===== config.mk =====
export PLATFORM = sky130hd
export DESIGN_NAME = lsu_ctrl_flat
export DESIGN_NICKNAME = d
export VERILOG_FILES = /design/src/rtl/lsu_ctrl_if.sv /design/src/rtl/lsu_ctrl.sv /design/src/flat_wrapper.sv
export SDC_FILE = /design/constraint.sdc
export NUM_CORES = 1
export LEC_CHECK = 0
export BUFFER_PORTS_ARGS = -buffer_cell sky130_fd_sc_hd__clkbuf_2
export CORE_MARGIN = 5
export CORE_UTILIZATION = 50
export CTS_CLUSTER_DIAMETER = 150
export CTS_CLUSTER_SIZE = 24
export DETAILED_ROUTE_END_ITERATION = 6
export PLACE_DENSITY = 0.86
export SYNTH_ARGS = -nofsm -noshare
export SYNTH_HDL_FRONTEND = slang
export SYNTH_SLANG_ARGS = --single-unit

===== constraint.sdc =====
create_clock -name clk -period 9.5 [get_ports clk]
set_clock_uncertainty 0.05 [all_clocks]
set_input_delay 1.9 -clock clk [delete_from_list [all_inputs] [get_ports clk]]
set_output_delay 1.9 -clock clk [all_outputs]
set_load 0.02 [all_outputs]

===== src/rtl/lsu_ctrl_if.sv =====
`default_nettype none
// +----------------------------------------------------------------------------+
// | lsu_ctrl_if : core request/response and data-bus signals of the LSU         |
// | Rev 1.0                                                                     |
// +----------------------------------------------------------------------------+
interface lsu_ctrl_if;
    logic        req_valid;
    logic        req_ready;
    logic [31:0] req_addr;
    logic [31:0] req_wdata;
    logic        req_we;
    logic [1:0]  req_size;
    logic        req_signed;
    logic        rsp_valid;
    logic        rsp_ready;
    logic [31:0] rsp_rdata;
    logic        rsp_err;
    logic        mem_req;
    logic        mem_gnt;
    logic [31:0] mem_addr;
    logic        mem_we;
    logic [3:0]  mem_wstrb;
    logic [31:0] mem_wdata;
    logic        mem_rvalid;
    logic [31:0] mem_rdata;

    // slave: the LSU's view; master: the core and memory surrounding it
    modport slave (
        input  req_valid, req_addr, req_wdata, req_we, req_size, req_signed,
        input  rsp_ready, mem_gnt, mem_rvalid, mem_rdata,
        output req_ready, rsp_valid, rsp_rdata, rsp_err,
        output mem_req, mem_addr, mem_we, mem_wstrb, mem_wdata
    );

    modport master (
        output req_valid, req_addr, req_wdata, req_we, req_size, req_signed,
        output rsp_ready, mem_gnt, mem_rvalid, mem_rdata,
        input  req_ready, rsp_valid, rsp_rdata, rsp_err,
        input  mem_req, mem_addr, mem_we, mem_wstrb, mem_wdata
    );
endinterface
`default_nettype wire


===== src/rtl/lsu_ctrl.sv =====
`default_nettype none
// +----------------------------------------------------------------------------+
// | lsu_ctrl : load/store unit bridging the core to a variable-latency bus.     |
// | Optional WAIT timeout enabled by defining LSU_TIMEOUT_EN.    Rev 1.0        |
// +----------------------------------------------------------------------------+
module lsu_ctrl #(
    parameter int TIMEOUT_CYCLES = 255
) (
    input  wire logic   clk,
    input  wire logic   rst,
    lsu_ctrl_if.slave   bus
);

    typedef enum logic [1:0] {
        IDLE = 2'd0,
        REQ  = 2'd1,
        WAIT = 2'd2,
        RESP = 2'd3
    } state_t;

    state_t      state_q, state_d;
    logic [31:0] addr_q, addr_d;
    logic [31:0] wdata_q, wdata_d;
    logic        we_q, we_d;
    logic [1:0]  size_q, size_d;
    logic        signed_q, signed_d;
    logic [31:0] rsp_rdata_q, rsp_rdata_d;
    logic        rsp_err_q, rsp_err_d;

    logic        w_req_err;
    logic [3:0]  w_wstrb;
    logic [31:0] w_wdata;
    logic [7:0]  w_byte;
    logic [15:0] w_half;
    logic [31:0] w_load_data;

`ifdef LSU_TIMEOUT_EN
    localparam int CNT_W = $clog2(TIMEOUT_CYCLES + 1);
    logic [CNT_W-1:0] cnt_q, cnt_d;
`else
    logic w_unused_timeout;
    assign w_unused_timeout = (TIMEOUT_CYCLES == 0);
`endif

    assign w_req_err = (bus.req_size == 2'b11)
                     || ((bus.req_size == 2'b01) && bus.req_addr[0])
                     || ((bus.req_size == 2'b10) && (bus.req_addr[1:0] != 2'b00));

    // Bus lanes are derived from the captured request so they stay stable in REQ
    always_comb begin
        w_wstrb = 4'b1111;
        w_wdata = wdata_q;
        case (size_q)
            2'b00: begin
                w_wstrb = 4'b0001 << addr_q[1:0];
                w_wdata = {4{wdata_q[7:0]}};
            end
            2'b01: begin
                w_wstrb = addr_q[1] ? 4'b1100 : 4'b0011;
                w_wdata = {2{wdata_q[15:0]}};
            end
            default: begin
                w_wstrb = 4'b1111;
                w_wdata = wdata_q;
            end
        endcase
        if (!we_q) begin
            w_wstrb = 4'b0000;
        end
    end

    always_comb begin
        w_byte = bus.mem_rdata[7:0];
        case (addr_q[1:0])
            2'd1:    w_byte = bus.mem_rdata[15:8];
            2'd2:    w_byte = bus.mem_rdata[23:16];
            2'd3:    w_byte = bus.mem_rdata[31:24];
            default: w_byte = bus.mem_rdata[7:0];
        endcase
        w_half = addr_q[1] ? bus.mem_rdata[31:16] : bus.mem_rdata[15:0];
        case (size_q)
            2'b00:   w_load_data = {{24{signed_q & w_byte[7]}}, w_byte};
            2'b01:   w_load_data = {{16{signed_q & w_half[15]}}, w_half};
            default: w_load_data = bus.mem_rdata;
        endcase
    end

    always_comb begin
        state_d     = state_q;
        addr_d      = addr_q;
        wdata_d     = wdata_q;
        we_d        = we_q;
        size_d      = size_q;
        signed_d    = signed_q;
        rsp_rdata_d = rsp_rdata_q;
        rsp_err_d   = rsp_err_q;
`ifdef LSU_TIMEOUT_EN
        cnt_d       = cnt_q;
`endif
        case (state_q)
            IDLE: begin
                if (bus.req_valid) begin
                    addr_d   = bus.req_addr;
                    wdata_d  = bus.req_wdata;
                    we_d     = bus.req_we;
                    size_d   = bus.req_size;
                    signed_d = bus.req_signed;
                    if (w_req_err) begin
                        rsp_err_d   = 1'b1;
                        rsp_rdata_d = 32'h0;
                        state_d     = RESP;
                    end else begin
                        state_d = REQ;
                    end
                end
            end
            REQ: begin
                if (bus.mem_gnt) begin
                    state_d = WAIT;
`ifdef LSU_TIMEOUT_EN
                    cnt_d   = '0;
`endif
                end
            end
            WAIT: begin
                if (bus.mem_rvalid) begin
                    rsp_rdata_d = we_q ? 32'h0 : w_load_data;
                    rsp_err_d   = 1'b0;
                    state_d     = RESP;
                end
`ifdef LSU_TIMEOUT_EN
                // This cycle is the TIMEOUT_CYCLES-th WAIT cycle without data
                else if (cnt_q == CNT_W'(TIMEOUT_CYCLES - 1)) begin
                    rsp_rdata_d = 32'h0;
                    rsp_err_d   = 1'b1;
                    state_d     = RESP;
                end else begin
                    cnt_d = cnt_q + 1'b1;
                end
`endif
            end
            RESP: begin
                if (bus.rsp_ready) begin
                    state_d = IDLE;
                end
            end
            default: state_d = IDLE;
        endcase
    end

    always_ff @(posedge clk or posedge rst) begin
        if (rst) begin
            state_q     <= IDLE;
            addr_q      <= 32'h0;
            wdata_q     <= 32'h0;
            we_q        <= 1'b0;
            size_q      <= 2'b00;
            signed_q    <= 1'b0;
            rsp_rdata_q <= 32'h0;
            rsp_err_q   <= 1'b0;
        end else begin
            state_q     <= state_d;
            addr_q      <= addr_d;
            wdata_q     <= wdata_d;
            we_q        <= we_d;
            size_q      <= size_d;
            signed_q    <= signed_d;
            rsp_rdata_q <= rsp_rdata_d;
            rsp_err_q   <= rsp_err_d;
        end
    end

`ifdef LSU_TIMEOUT_EN
    always_ff @(posedge clk or posedge rst) begin
        if (rst) begin
            cnt_q <= '0;
        end else begin
            cnt_q <= cnt_d;
        end
    end
`endif

    assign bus.req_ready = (state_q == IDLE);
    assign bus.mem_req   = (state_q == REQ);
    assign bus.rsp_valid = (state_q == RESP);
    assign bus.rsp_rdata = rsp_rdata_q;
    assign bus.rsp_err   = rsp_err_q;
    assign bus.mem_addr  = {addr_q[31:2], 2'b00};
    assign bus.mem_we    = we_q;
    assign bus.mem_wstrb = w_wstrb;
    assign bus.mem_wdata = w_wdata;

endmodule
`default_nettype wire


===== src/flat_wrapper.sv =====
// flat-port wrapper written by rule: the top's interface ports become plain ports
module lsu_ctrl_flat 
#(
    parameter int TIMEOUT_CYCLES = 255
)
  (clk, rst, bus_req_valid, bus_req_addr, bus_req_wdata, bus_req_we, bus_req_size, bus_req_signed, bus_rsp_ready, bus_mem_gnt, bus_mem_rvalid, bus_mem_rdata, bus_req_ready, bus_rsp_valid, bus_rsp_rdata, bus_rsp_err, bus_mem_req, bus_mem_addr, bus_mem_we, bus_mem_wstrb, bus_mem_wdata);
  lsu_ctrl_if bus_i ();
  input  wire logic clk;
  input  wire logic rst;
  input wire logic [$bits(bus_i.req_valid)-1:0] bus_req_valid;
  input wire logic [$bits(bus_i.req_addr)-1:0] bus_req_addr;
  input wire logic [$bits(bus_i.req_wdata)-1:0] bus_req_wdata;
  input wire logic [$bits(bus_i.req_we)-1:0] bus_req_we;
  input wire logic [$bits(bus_i.req_size)-1:0] bus_req_size;
  input wire logic [$bits(bus_i.req_signed)-1:0] bus_req_signed;
  input wire logic [$bits(bus_i.rsp_ready)-1:0] bus_rsp_ready;
  input wire logic [$bits(bus_i.mem_gnt)-1:0] bus_mem_gnt;
  input wire logic [$bits(bus_i.mem_rvalid)-1:0] bus_mem_rvalid;
  input wire logic [$bits(bus_i.mem_rdata)-1:0] bus_mem_rdata;
  output wire logic [$bits(bus_i.req_ready)-1:0] bus_req_ready;
  output wire logic [$bits(bus_i.rsp_valid)-1:0] bus_rsp_valid;
  output wire logic [$bits(bus_i.rsp_rdata)-1:0] bus_rsp_rdata;
  output wire logic [$bits(bus_i.rsp_err)-1:0] bus_rsp_err;
  output wire logic [$bits(bus_i.mem_req)-1:0] bus_mem_req;
  output wire logic [$bits(bus_i.mem_addr)-1:0] bus_mem_addr;
  output wire logic [$bits(bus_i.mem_we)-1:0] bus_mem_we;
  output wire logic [$bits(bus_i.mem_wstrb)-1:0] bus_mem_wstrb;
  output wire logic [$bits(bus_i.mem_wdata)-1:0] bus_mem_wdata;
  assign bus_i.req_valid = bus_req_valid;
  assign bus_i.req_addr = bus_req_addr;
  assign bus_i.req_wdata = bus_req_wdata;
  assign bus_i.req_we = bus_req_we;
  assign bus_i.req_size = bus_req_size;
  assign bus_i.req_signed = bus_req_signed;
  assign bus_i.rsp_ready = bus_rsp_ready;
  assign bus_i.mem_gnt = bus_mem_gnt;
  assign bus_i.mem_rvalid = bus_mem_rvalid;
  assign bus_i.mem_rdata = bus_mem_rdata;
  assign bus_req_ready = bus_i.req_ready;
  assign bus_rsp_valid = bus_i.rsp_valid;
  assign bus_rsp_rdata = bus_i.rsp_rdata;
  assign bus_rsp_err = bus_i.rsp_err;
  assign bus_mem_req = bus_i.mem_req;
  assign bus_mem_addr = bus_i.mem_addr;
  assign bus_mem_we = bus_i.mem_we;
  assign bus_mem_wstrb = bus_i.mem_wstrb;
  assign bus_mem_wdata = bus_i.mem_wdata;
  lsu_ctrl #(.TIMEOUT_CYCLES(TIMEOUT_CYCLES)) u_core (.clk(clk), .rst(rst), .bus(bus_i));
endmodule

=== Word-level counts from Yosys, hierarchy flattened ===
Index checks and enable logic that the tools add are counted.
Widths: inputs -> output; s select.

* Register bits after elaboration: 103
* Input port bits: 106
* Output and inout port bits: 105
* Logic and storage cells: 59

* Equality and inequality tests: 15
* Shift-type cells: 1
* Mux-type cells: 22
* Bitwise operators: 2
* Reduce and logical (&&, ||, !) cells: 11

{| class="wikitable"
|+ Operators with widths
! kind !! number
|-
| $pmux 32 s2 || 3
|-
| $mux 32 || 4
|-
| $pmux 8 s3 || 1
|-
| $mux 16 || 1
|-
| $eq 2x2->1 const B || 6
|-
| $mux 2 || 5
|-
| $eq 2x1->1 const B || 4
|-
| $mux 4 || 2
|-
| $ne 2x2->1 const B || 4
|-
| $pmux 2 s4 || 1
|-
| $pmux 4 s2 || 1
|-
| $reduce_and 4->1 || 2
|-
| $logic_not 2->1 || 2
|-
| $reduce_bool 2->1 || 2
|-
| $shl 1x2->4 const A || 1
|-
| $mux 1 || 3
|-
| $and 1x1->1 || 2
|-
| $logic_and 1x1->1 || 2
|-
| $logic_or 1x1->1 || 2
|-
| $ne 2x1->1 const B || 1
|-
| $pmux 1 s2 || 1
|-
| $reduce_and 2->1 || 1
|}

=== Longest topological paths before layout ===
* Depth in word-level cells: 7
* Gate-level depth with buffers: 8
* Depth with buffers taken out: 6

=== Worst setup path after synthesis ===
No wires, ideal clock.

* Kind: register -> output
* Start: register u_core.size_q[0]
* End: output bus_mem_wdata[24]
* Arrival time: 1.630 ns
* Required time: 7.550 ns
* Setup slack: 5.920 ns
* Stages on the path, launching flop included: 6
* Buffers on the path: 3
* Path through: dfrtp_1 clkbuf_1 buf_2 buf_2 mux2i_1 o21ai_0

* Longest elaborated chain between the ends: 2
* Elaborated cells between the ends (all ways): 3
* Classes of those cells: eq/ne: 1; mux: 1; reduce/logical: 1

{| class="wikitable"
|+ RTL lines
! item !! line !! source
|-
| start: declaration || lsu_ctrl.sv:25 || <nowiki>logic [1:0] size_q, size_d;</nowiki>
|-
| start signal: assignment || lsu_ctrl.sv:166 || <nowiki>size_q <= size_d;</nowiki>
|-
| $eq 2x1->1 or $logic_not 2->1 (tied branches) || lsu_ctrl.sv:53 || <nowiki>case (size_q)</nowiki>
|-
| $pmux 32 s2 * || lsu_ctrl.sv:53 ||
|-
| end: declaration || flat_wrapper.sv:28 || <nowiki>output wire logic [$bits(bus_i.mem_wdata)-1:0] bus_mem_wdata;</nowiki>
|}

Every way passes the cells marked *; elsewhere a longest branch is shown, timed or not.

=== Worst setup path after layout ===
* Start: register u_core.size_q[1]
* End: output bus_mem_wdata[14]

Same word-level chain as after synthesis.

==> impl_metrics.py <==
metrics = {
    "floorplanning": {
        "rows": 38,
        "core_um2": 10700,
        "die_area_um2": 13000,
        "initial_core_util": 0.505,
        "fp.dieH_um": 114,
        "num_io_pins": 211,
        "die_w_um": 114,
    },
    "timing": {
        "tns_ps": 0,
        "setup_viol": 0,
        "rsz0062_at_grt": "false",
        "worstMarginPinSlew_ps": 1140,
        "period_share": 0.444,
        "hold_viol": 0,
        "period_needed_ps": 4220,
        "maxSlewHeadroom": 0.242,
        "setup_slack_ps": 5280,
        "slew_violations": 0,
        "holdWs_ps": 450,
        "fmax_mhz": 237,
    },
    "route": {
        "drt-total-wl_um": 13400,
        "detail_route.wl_per_cell_um": 17.7,
        "ant_nets": 0,
        "drcViolationCount": 0,
        "drtPass1Iterations": 4,
        "drt_iter0_markers": 262,
        "vias": 4048,
        "via_per_inst": 5.37,
    },
    "pwr": {
        "seq_power_share": 0.332,
        "power.density_nw_per_um2": 392,
        "p_sw_mw": 1.10,
        "leakage_nw": 3.22,
        "intPower_mw": 1.43,
        "peakVddDrop_v": 0.000189,
        "switching_share": 0.436,
        "combPwrFrac": 0.534,
        "finalPower_mw": 2.53,
        "clkPwrFrac": 0.134,
    },
    "grt": {
        "grt_overflow": 0,
        "grt_pass1_wl_um": 21500,
        "antenna_found_initial": 1,
        "grt_pass1_vias": 4359,
        "track_usage": 0.207,
        "grt_max_degree": 84,
    },
    "synth": {
        "syn_avg_cell_area_um2": 11.8,
        "async_reset_ff_frac": 1.00,
        "ys_seq_area_frac": 0.475,
        "syn_inst": 459,
        "yosys.cell_types.count": 39,
        "ys_ff_latch": 103,
        "netlist_area_um2": 5420,
        "synth_flop_cell": "dfrtp_1",
        "synth_edf_count": 0,
        "ys_warn_count": 0,
    },
    "cts": {
        "cts_hold_buf": 0,
        "clock-sinks": 103,
        "path_clk_slew_ps": 90,
        "h-tree-depth": 3,
        "cts_max_path_buffers": 2,
        "cts_root_buffer": "clkbuf_8",
        "cts_resized": 0,
        "cts_tree": "built",
        "cts_buffers": 9,
        "cts_setup_buffers": 0,
        "clock_latency_ps": 350,
    },
    "status": {
        "status": "complete, no violations",
    },
    "cells_and_area": {
        "fin_util": 0.602,
        "final_area_um2": 6470,
        "instances_no_fill": 754,
        "area_growth_pct": 19.4,
        "drive_above_1_share": 0.543,
        "final_nets": 720,
    },
    "setup_path": {
        "worstSetupPathType": "flip-flop to output pin",
        "arrival_ps": 2270,
        "reg2reg_slack_ps": 6870,
        "crit_chain": "buf_4 -> nor2_2 -> mux2_2 -> clkbuf_2",
        "cp_slowest_stage_delay_ps": 560,
        "startpoint_type": "flip-flop",
        "crit_fanout": 51,
        "crit_buf_inv": 2,
        "cp-end-kind": "output pin",
        "cp_top_family": "flip-flops",
        "timing.critical_path.slowest_stage_cell": "dfrtp_2",
        "worstPathRequired_ps": 7550,
    },
    "flow_run": {
        "cap_violations": 0,
    },
    "place": {
        "hpwlAfterDp_um": 10200,
        "numPortBuffers": 208,
        "dp_cells": 739,
        "dpl_cell_area_um2": 6220,
        "place.gp.congestion": 0.863,
        "place_ws_ps": 5560,
    },
    "worst_hold_path": {
        "holdCritPathClass": "flip-flop to flip-flop",
    },
}
[cell families after synthesis]
| group | Yosys count | share of synthesized area |
|---|---|---|
| mux | 112 | 0.228 |
| flops | 103 | 0.475 |
| compound gates | 84 | 0.117 |
| buf+inv | 79 | 0.0884 |
| simple gates | 76 | 0.0805 |
| fa+ha+maj | 4 | 0.00923 |
| other cells | 1 | 0.000692 |
[cells in the mapped netlist (5+ instances only)]
| library cell | instances | area (um2) |
|---|---|---|
| a22o_1 | 9 | 78.8 |
| nor2_1 | 5 | 18.8 |
| buf_2 | 17 | 85.1 |
| a21oi_1 | 18 | 90.1 |
| nand2b_1 | 18 | 113 |
| o21ai_0 | 16 | 80.1 |
| dfrtp_1 | 103 | 2580 |
| nand4bb_1 | 7 | 78.8 |
| mux2_2 | 94 | 1060 |
| nor2b_1 | 5 | 31.3 |
| o221a_2 | 7 | 78.8 |
| buf_4 | 41 | 308 |
| clkbuf_1 | 10 | 37.5 |
| nand2_1 | 30 | 113 |
| o2bb2ai_1 | 16 | 140 |
| inv_1 | 6 | 22.5 |
| mux2i_1 | 18 | 180 |
| a32o_1 | 8 | 80.1 |
[metal layers]
layer,share of wire,global-route usage
met5,0,0
met4,0.024,0.0792
met3,0.091,0.0555
met2,0.50,0.350
met1,0.39,0.254
[power groups by stage]
| stage | logic [mW] | clock network [mW] | registers, mW |
|---|---|---|---|
| floorplan | 1.08 | 0 | 0.840 |
| global placement | 1.33 | 0 | 0.832 |
| detailed placement | 1.37 | 0 | 0.849 |
| CTS | 1.37 | 0.349 | 0.842 |
| global route | 1.46 | 0.367 | 0.879 |
| finish | 1.35 | 0.340 | 0.841 |
[worst paths after layout]
path	depth (start not counted)	endpoint	start
setup / recovery	4	bus_mem_wdata[14]	u_core.size_q[1]$_DFFE_PP0P_
hold / removal	1	u_core.bus.rsp_rdata[23]$_DFFE_PP0P_	u_core.bus.rsp_rdata[23]$_DFFE_PP0P_
setup reg to reg	4	u_core.bus.rsp_rdata[19]$_DFFE_PP0P_	u_core.addr_q[1]$_DFFE_PP0P_
hold reg to reg	1	u_core.bus.rsp_rdata[23]$_DFFE_PP0P_	u_core.bus.rsp_rdata[23]$_DFFE_PP0P_
max in group asynchronous	3	u_core.size_q[1]$_DFFE_PP0P_	rst
min in group asynchronous	2	u_core.addr_q[21]$_DFFE_PP0P_	rst
[area by class of cell]
cell class | count | area [um2]
Sequential cell | 103 | 2580
Clock inverter | 4 | 120
Clock buffer | 10 | 128
Tap cell | 140 | 175
Fill cell | 913 | 4270
Multi-Input combinational cell | 278 | 2370
Antenna cell | 1 | 2.50
Timing Repair Buffer | 212 | 1070
Inverter | 6 | 25.0
[cells in the final DEF (no fill, tap or decap), types with 16 or more instances in the layout]
| cell | instances |
|---|---|
| nand2b_1 | 18 |
| mux2_2 | 94 |
| dfrtp_1 | 102 |
| a21oi_1 | 18 |
| nand2_1 | 29 |
| clkbuf_2 | 208 |
| o21ai_0 | 16 |
| mux2i_1 | 18 |
| o2bb2ai_1 | 16 |
[flip-flops by register name, indices dropped and copies added, names as in the netlist]
| register | cells |
|---|---|
| u_core.addr_q | 32 |
| u_core.bus.mem_we | 1 |
| u_core.bus.rsp_err | 1 |
| u_core.bus.rsp_rdata | 32 |
| u_core.signed_q | 1 |
| u_core.size_q | 2 |
| u_core.state_q | 2 |
| u_core.wdata_q | 32 |
[worst reg2reg max path, stage by stage (launching register included)]
cell and delay, ps:
dfrtp_1 950, mux2_2 450, a22o_1 270, o211ai_2 590, o2bb2ai_1 180
Note: power is estimated with default switching activity, not from simulation.
